### src/rtl/usb2_ep_in_packer.sv
// usb2_ep_in_packer: packs an application byte stream into endpoint IN buffers and commits each packet
module usb2_ep_in_packer #(
    parameter int MAX_PKT      = 512,
    parameter int IDLE_TIMEOUT = 255,
    parameter bit ZLP_EN       = 1'b1
) (
    input  logic        phy_clk,
    input  logic        reset_n,
    input  logic [7:0]  s_data,
    input  logic        s_valid,
    input  logic        s_last,
    output logic        s_ready,
    output logic [8:0]  buf_in_addr,
    output logic [7:0]  buf_in_data,
    output logic        buf_in_wren,
    input  logic        buf_in_ready,
    output logic        buf_in_commit,
    output logic [9:0]  buf_in_commit_len,
    input  logic        buf_in_commit_ack,
    output logic        busy,
    output logic [15:0] pkt_count
);
    typedef enum logic [1:0] {WAIT_RDY, FILL, COMMIT, RELEASE} state_t;
    state_t state, state_nx;
    logic [9:0] cnt;
    logic [15:0] timer;
    logic zlp_pend, guard, accept, full, time_out;
    assign s_ready  = state == FILL;
    assign accept   = s_valid && s_ready;
    assign full     = cnt + 10'd1 == 10'(MAX_PKT);
    assign time_out = IDLE_TIMEOUT != 0 && cnt != 10'd0 && timer == 16'(IDLE_TIMEOUT) && !accept;
    assign busy     = !(state == WAIT_RDY && cnt == 10'd0);
    always_comb begin
        state_nx = state;
        case (state)
            WAIT_RDY: state_nx = buf_in_ready ? (zlp_pend ? COMMIT : FILL) : WAIT_RDY;
            FILL:     state_nx = (accept && (full || s_last)) || time_out ? COMMIT : FILL;
            COMMIT:   state_nx = buf_in_commit && buf_in_commit_ack ? RELEASE : COMMIT;
            RELEASE:  state_nx = !buf_in_commit_ack && guard ? WAIT_RDY : RELEASE;
            default:  state_nx = WAIT_RDY;
        endcase
    end
    always_ff @(posedge phy_clk) begin
        if (!reset_n)
            state <= WAIT_RDY;
        else
            state <= state_nx;
    end
    always_ff @(posedge phy_clk) begin
        if (!reset_n) begin
            cnt               <= '0;
            timer             <= '0;
            zlp_pend          <= 1'b0;
            guard             <= 1'b0;
            buf_in_wren       <= 1'b0;
            buf_in_addr       <= '0;
            buf_in_data       <= '0;
            buf_in_commit     <= 1'b0;
            buf_in_commit_len <= '0;
            pkt_count         <= '0;
        end else begin
            buf_in_wren   <= accept;
            // commit rises only after the final write strobe has been issued
            buf_in_commit <= state == COMMIT && state_nx == COMMIT;
            guard         <= state == RELEASE && !buf_in_commit_ack && !guard;
            if (accept) begin
                buf_in_addr <= cnt[8:0];
                buf_in_data <= s_data;
                cnt         <= cnt + 10'd1;
                timer       <= '0;
            end else if (state == FILL && cnt != 10'd0 && IDLE_TIMEOUT != 0)
                timer <= timer + 16'd1;
            if (state == WAIT_RDY) begin
                timer <= '0;
                if (buf_in_ready && zlp_pend) begin
                    buf_in_commit_len <= '0;
                    zlp_pend          <= 1'b0;
                end
            end
            if (state == FILL && state_nx == COMMIT) begin
                buf_in_commit_len <= accept ? cnt + 10'd1 : cnt;
                if (ZLP_EN && accept && s_last && full)
                    zlp_pend <= 1'b1;
            end
            if (state == COMMIT && state_nx == RELEASE) begin
                cnt       <= '0;
                pkt_count <= pkt_count + 16'd1;
            end
        end
    end
endmodule

### config.mk
export PLATFORM = sky130hd
export DESIGN_NAME = usb2_ep_in_packer
export DESIGN_NICKNAME = d
export VERILOG_FILES = /design/src/rtl/usb2_ep_in_packer.sv
export SDC_FILE = /design/constraint.sdc
export NUM_CORES = 1
export LEC_CHECK = 0
export ABC_CLOCK_PERIOD_IN_PS = 2800
export CAP_MARGIN = 5
export CORE_AREA = 2 2 76 78
export DETAILED_ROUTE_END_ITERATION = 10
export DIE_AREA = 0 0 78 80
export DONT_BUFFER_PORTS = 1
export GPL_TIMING_DRIVEN = 0
export PLACE_DENSITY = 0.82
export SLEW_MARGIN = 30
export SYNTH_ARGS = -nofsm -noshare
export SYNTH_HDL_FRONTEND = slang
export SYNTH_SLANG_ARGS = --single-unit
### constraint.sdc
create_clock -name phy_clk -period 2.8 [get_ports phy_clk]
set_input_delay 0.56 -clock phy_clk [delete_from_list [all_inputs] [get_ports phy_clk]]
set_output_delay 0.56 -clock phy_clk [all_outputs]
set_load 0.03 [all_outputs]
==> impl.org <==
** Run status
- The flow ran to the end, and the final reports show no timing, DRC or antenna violations.

** Floorplanning
- Core Box Area :: 5410 um2
- Width of the chip :: 78 um
- Die Y-Extent :: 80 um
- During I/O placement, the number of pins put on the boundary was 61.
- Starting utilization of the core area :: 59.9%
- Die Outline Area :: 6240 um2
- Row generation in the floorplan step produced 27 rows.

** Logic synthesis
- The number of different library cells used by synthesis comes to 40.
- Multiplexer cells account for 3.40% of the synthesized area.
- The top cell type by area accounts for 46.4% of the synthesized area.
- Number of flops mapped to enable cells by yosys :: 0
- After synthesis, the largest family of logic cells by area is simple AND/OR/NAND/NOR gates.
- Synthesis-stage register bit count :: 75
- The synthesized netlist devotes 1.55% of its cell area to adder and majority cells.
- Post-synthesis cell count :: 385
- Sorting the synthesized cells by area gives the leading types as dfxtp_1, nand2_1, nor2_1, xnor2_1, xor2_1.
- The share of the Yosys chip area taken by registers is 46.4%.
- The synthesized design spends more area on one cell type than any other, namely dfxtp_1.
- Synthesis Warnings :: 0
- Post-Synth Simple-Gate Area :: 28.3%
- The synthesized netlist devotes 8.54% of its cell area to compound gates.
- Cell with the most instances after synthesis :: dfxtp_1
- Mean post-synth cell area :: 8.41 um2
- Summing the areas of all xor and xnor instances in the mapped netlist gives 9.20% of the synthesized area.
- Net count after synthesis :: 403
- Predominant post-synthesis flop cell :: dfxtp_1
- Synth top cells by count :: dfxtp_1, nand2_1, nor2_1
- In this run the cell area of the synthesized design comes to 3240 um2.
- For this run, asynchronously set or reset flops after synthesis account for 0%.

** Drt
- In the routed layout, each cell is associated on average with a via count of 5.63.
- Post-detailed-route wirelength per cell :: 14.5 um
- Before antenna repair, the detailed router went through 5 iterations.
- Vias :: 2664
- 1st-iter DRT viols :: 121
- The routed design has 6880 um of wire.
- In the routed design, unresolved DRC markers number 0.
- Antenna viol nets, final :: 0

** CTS
- Buffers inserted during post-CTS setup optimization :: 0
- Count of hold buffers inserted by post-cts repair :: 0
- H-tree levels :: 3
- Root buffer cell :: clkbuf_8
- Clk pin slew, worst setup/hold paths :: 0.09 ns
- The later pin in the worst-skew pair is clocked with a latency of 0.35 ns.
- CTS sink cnt :: 75
- TritonCTS built the clock tree.
- Counting the buffers created by CTS gives 9.
- Resized cells post-CTS :: 0
- The clock passes through at most 2 buffers.

** Timing
- Highest attainable clock frequency :: 397 MHz
- The count of endpoints failing hold in the final timing report is 0.
- Post-route setup TNS :: 0 ns
- Slew HR :: 40.4%
- Setup repair after global routing left no endpoint under its margin.
- Setup violations, final :: 0
- Clock skew on the completed layout was measured at 0.0123 ns.
- Minimum hold slack :: 0.335 ns
- Worst setup slack after layout :: 0.283 ns
- The count of pins over their slew limit is 0.
- In the finished design, the share of the clock period the worst path needs comes to 89.9%.
- The routed design could run at a clock period as short as 2.52 ns.
- Slew of the pin with the lowest slew margin :: 0.889 ns

** Critical path
- The worst setup path is captured at a register.
- Largest fanout on the critical path :: 9
- The worst setup path is launched from a register.
- Minimum setup slack among reg-to-reg paths :: 0.28 ns
- Arrival time reported for the critical path endpoint :: 2.78 ns
- Data on the critical path is required at its endpoint by 3.07 ns.
- Critical Path Slowest Stage Cell :: nor2_2
- Cell Chain, Critical Path :: clkbuf_1 > nand4_1 > or2_2 > a211oi_1 > nor4_1 > nor2_2 > mux2i_1
- The critical path in this run is classified as register to register.
- Crit-path leading delay family :: simple AND/OR/NAND/NOR gates
- Slowest Stage Delay on Critical Path :: 0.51 ns
- Together, buffers and inverters on the worst path number 1.

** Layout
- Post-route insts no fill :: 473
- The area growth from synthesis to layout is 9.78%.
- Counting the fill cells in the layout gives 459.
- Area taken by flip-flops and latches :: 1500 um2
- In the final layout, the share of cells above drive strength 1 is 5.24%.
- In the final design database the tool counted 414 nets.
- 0 antenna diodes ended up in the layout.
- In the final layout, the multi-input gates occupy 1650 um2.

** Power
- Cell internal power was estimated by the tool at 1.64 mW.
- In this run the power spent charging and discharging nets is 0.532 mW.
- P_leak :: 1.26 nW
- Power spread over the standard cell area amounts to 611 nW/um2.
- Combinational fraction of design power :: 5.9%
- The completed layout was analyzed and its total power is 2.17 mW.
- Per report_power, the sequential group accounts for 50.8% of the total.
- IR drop worst, VDD :: 0.330 mV
- Clock network power share :: 43.3%
- Switching part of the total power :: 24.5%

** Min path
- In this run the worst hold path is classified as primary input to register.

** GRT
- The number of antenna violations at the first check in global routing is 0.
- Overall routing resource usage :: 23.2%
- The first global-routing pass estimated 11500 um of wire.
- Global routing finished with a remaining overflow of 0.
- Pin count of the biggest net entering global routing :: 14
- The via count of the first global-routing pass was 2545.

** Place
- Detailed placement finished with a half-perimeter wire length of 4860 um.
- Routability-driven placement finished with a final weighted congestion of 0.833.
- Timing analysis after detailed placement gives a worst setup slack of 0.278 ns.
- The count of buffers added on input and output ports is 0.
- Once placement completed, the tool counted placed cells totaling 457.

** Run
- The tool flagged a number of max-cap violations equal to 0.
metrics by stage:
stage	util [%]	area [um2]
finish	65.7	3550
floorplan	-	3240
global route	65.7	3550
global placement	61.6	3330
detailed placement	61.6	3330
CTS	65.7	3550
area by class of cell:
type,instances,share of cell area [%]
multi-input combinational,287,46.4
sequential,75,42.3
clock buffer,10,3.87
tap,72,2.54
clock inverter,6,2.50
buffer,15,1.58
inverter,8,0.845
cells in the final DEF, fill, tap and decap left out, types with 2 or more instances in the layout:
cell type,n
dfxtp_1,75
nand2_1,70
nor2_1,41
a21oi_1,25
xnor2_1,17
xor2_1,17
clkbuf_1,14
nand3_1,14
mux2i_1,11
nor2b_1,11
nand4_1,10
clkbuf_8,10
and3_1,8
o21ai_0,8
inv_1,7
nor3_1,7
and4_1,5
or3_1,5
nor4_1,4
ha_1,4
nand2b_1,3
and2_1,3
a31oi_1,3
or4_1,3
a211oi_1,2
o22ai_1,2
o31ai_1,2
bufinv_16,2
clkinvlp_4,2
logic make-up after synthesis:
group | Yosys count
adders and majority gates | 4
xor gates and xnor gates | 34
muxes | 11
DFF | 75
AOI/OAI and AO/OA | 48
and+or+nand+nor | 190
buffers and inverters | 23
layer usage:
metal | global-route usage (%) | share of wire [%] | vias up | wire length, um
met2 | 38.8 | 48 | 69 | 3300
met1 | 29.0 | 45 | 1250 | 3070
li1 | - | - | 1334 | -
met3 | 5.88 | 5.8 | 11 | 401
met5 | 0 | 0 | - | 0
met4 | 8.42 | 1.5 | 0 | 100
path summary, 6_finish.rpt:
check | startpoint | to | cells past startpoint
hold reg to reg | guard | guard | 1
setup reg to reg | cnt[3] | buf_in_commit_len[4] | 7
setup / recovery | cnt[3] | buf_in_commit_len[4] | 7
hold / removal | s_data[0] | buf_in_data[0] | 2
state kept, by name, indices dropped and copies added, names as in the netlist:
register	count
cnt	10
guard	1
buf_in_commit	1
buf_in_data	8
timer	16
buf_in_addr	9
buf_in_commit_len	10
buf_in_wren	1
state	2
pkt_count	16
zlp_pend	1
power groups by stage:
| stage | logic (mW) | clock network [mW] | registers, mW |
|---|---|---|---|
| 6_report | 0.128 | 0.939 | 1.10 |
| 5_1_grt | 0.144 | 0.978 | 1.10 |
| 4_1_cts | 0.129 | 0.947 | 1.10 |
| 3_5_place_dp | 0.128 | 0 | 1.13 |
| 3_3_place_gp | 0.124 | 0 | 1.13 |
| 2_1_floorplan | 0.0986 | 0 | 1.13 |
Power figures use the tool's default switching activity.
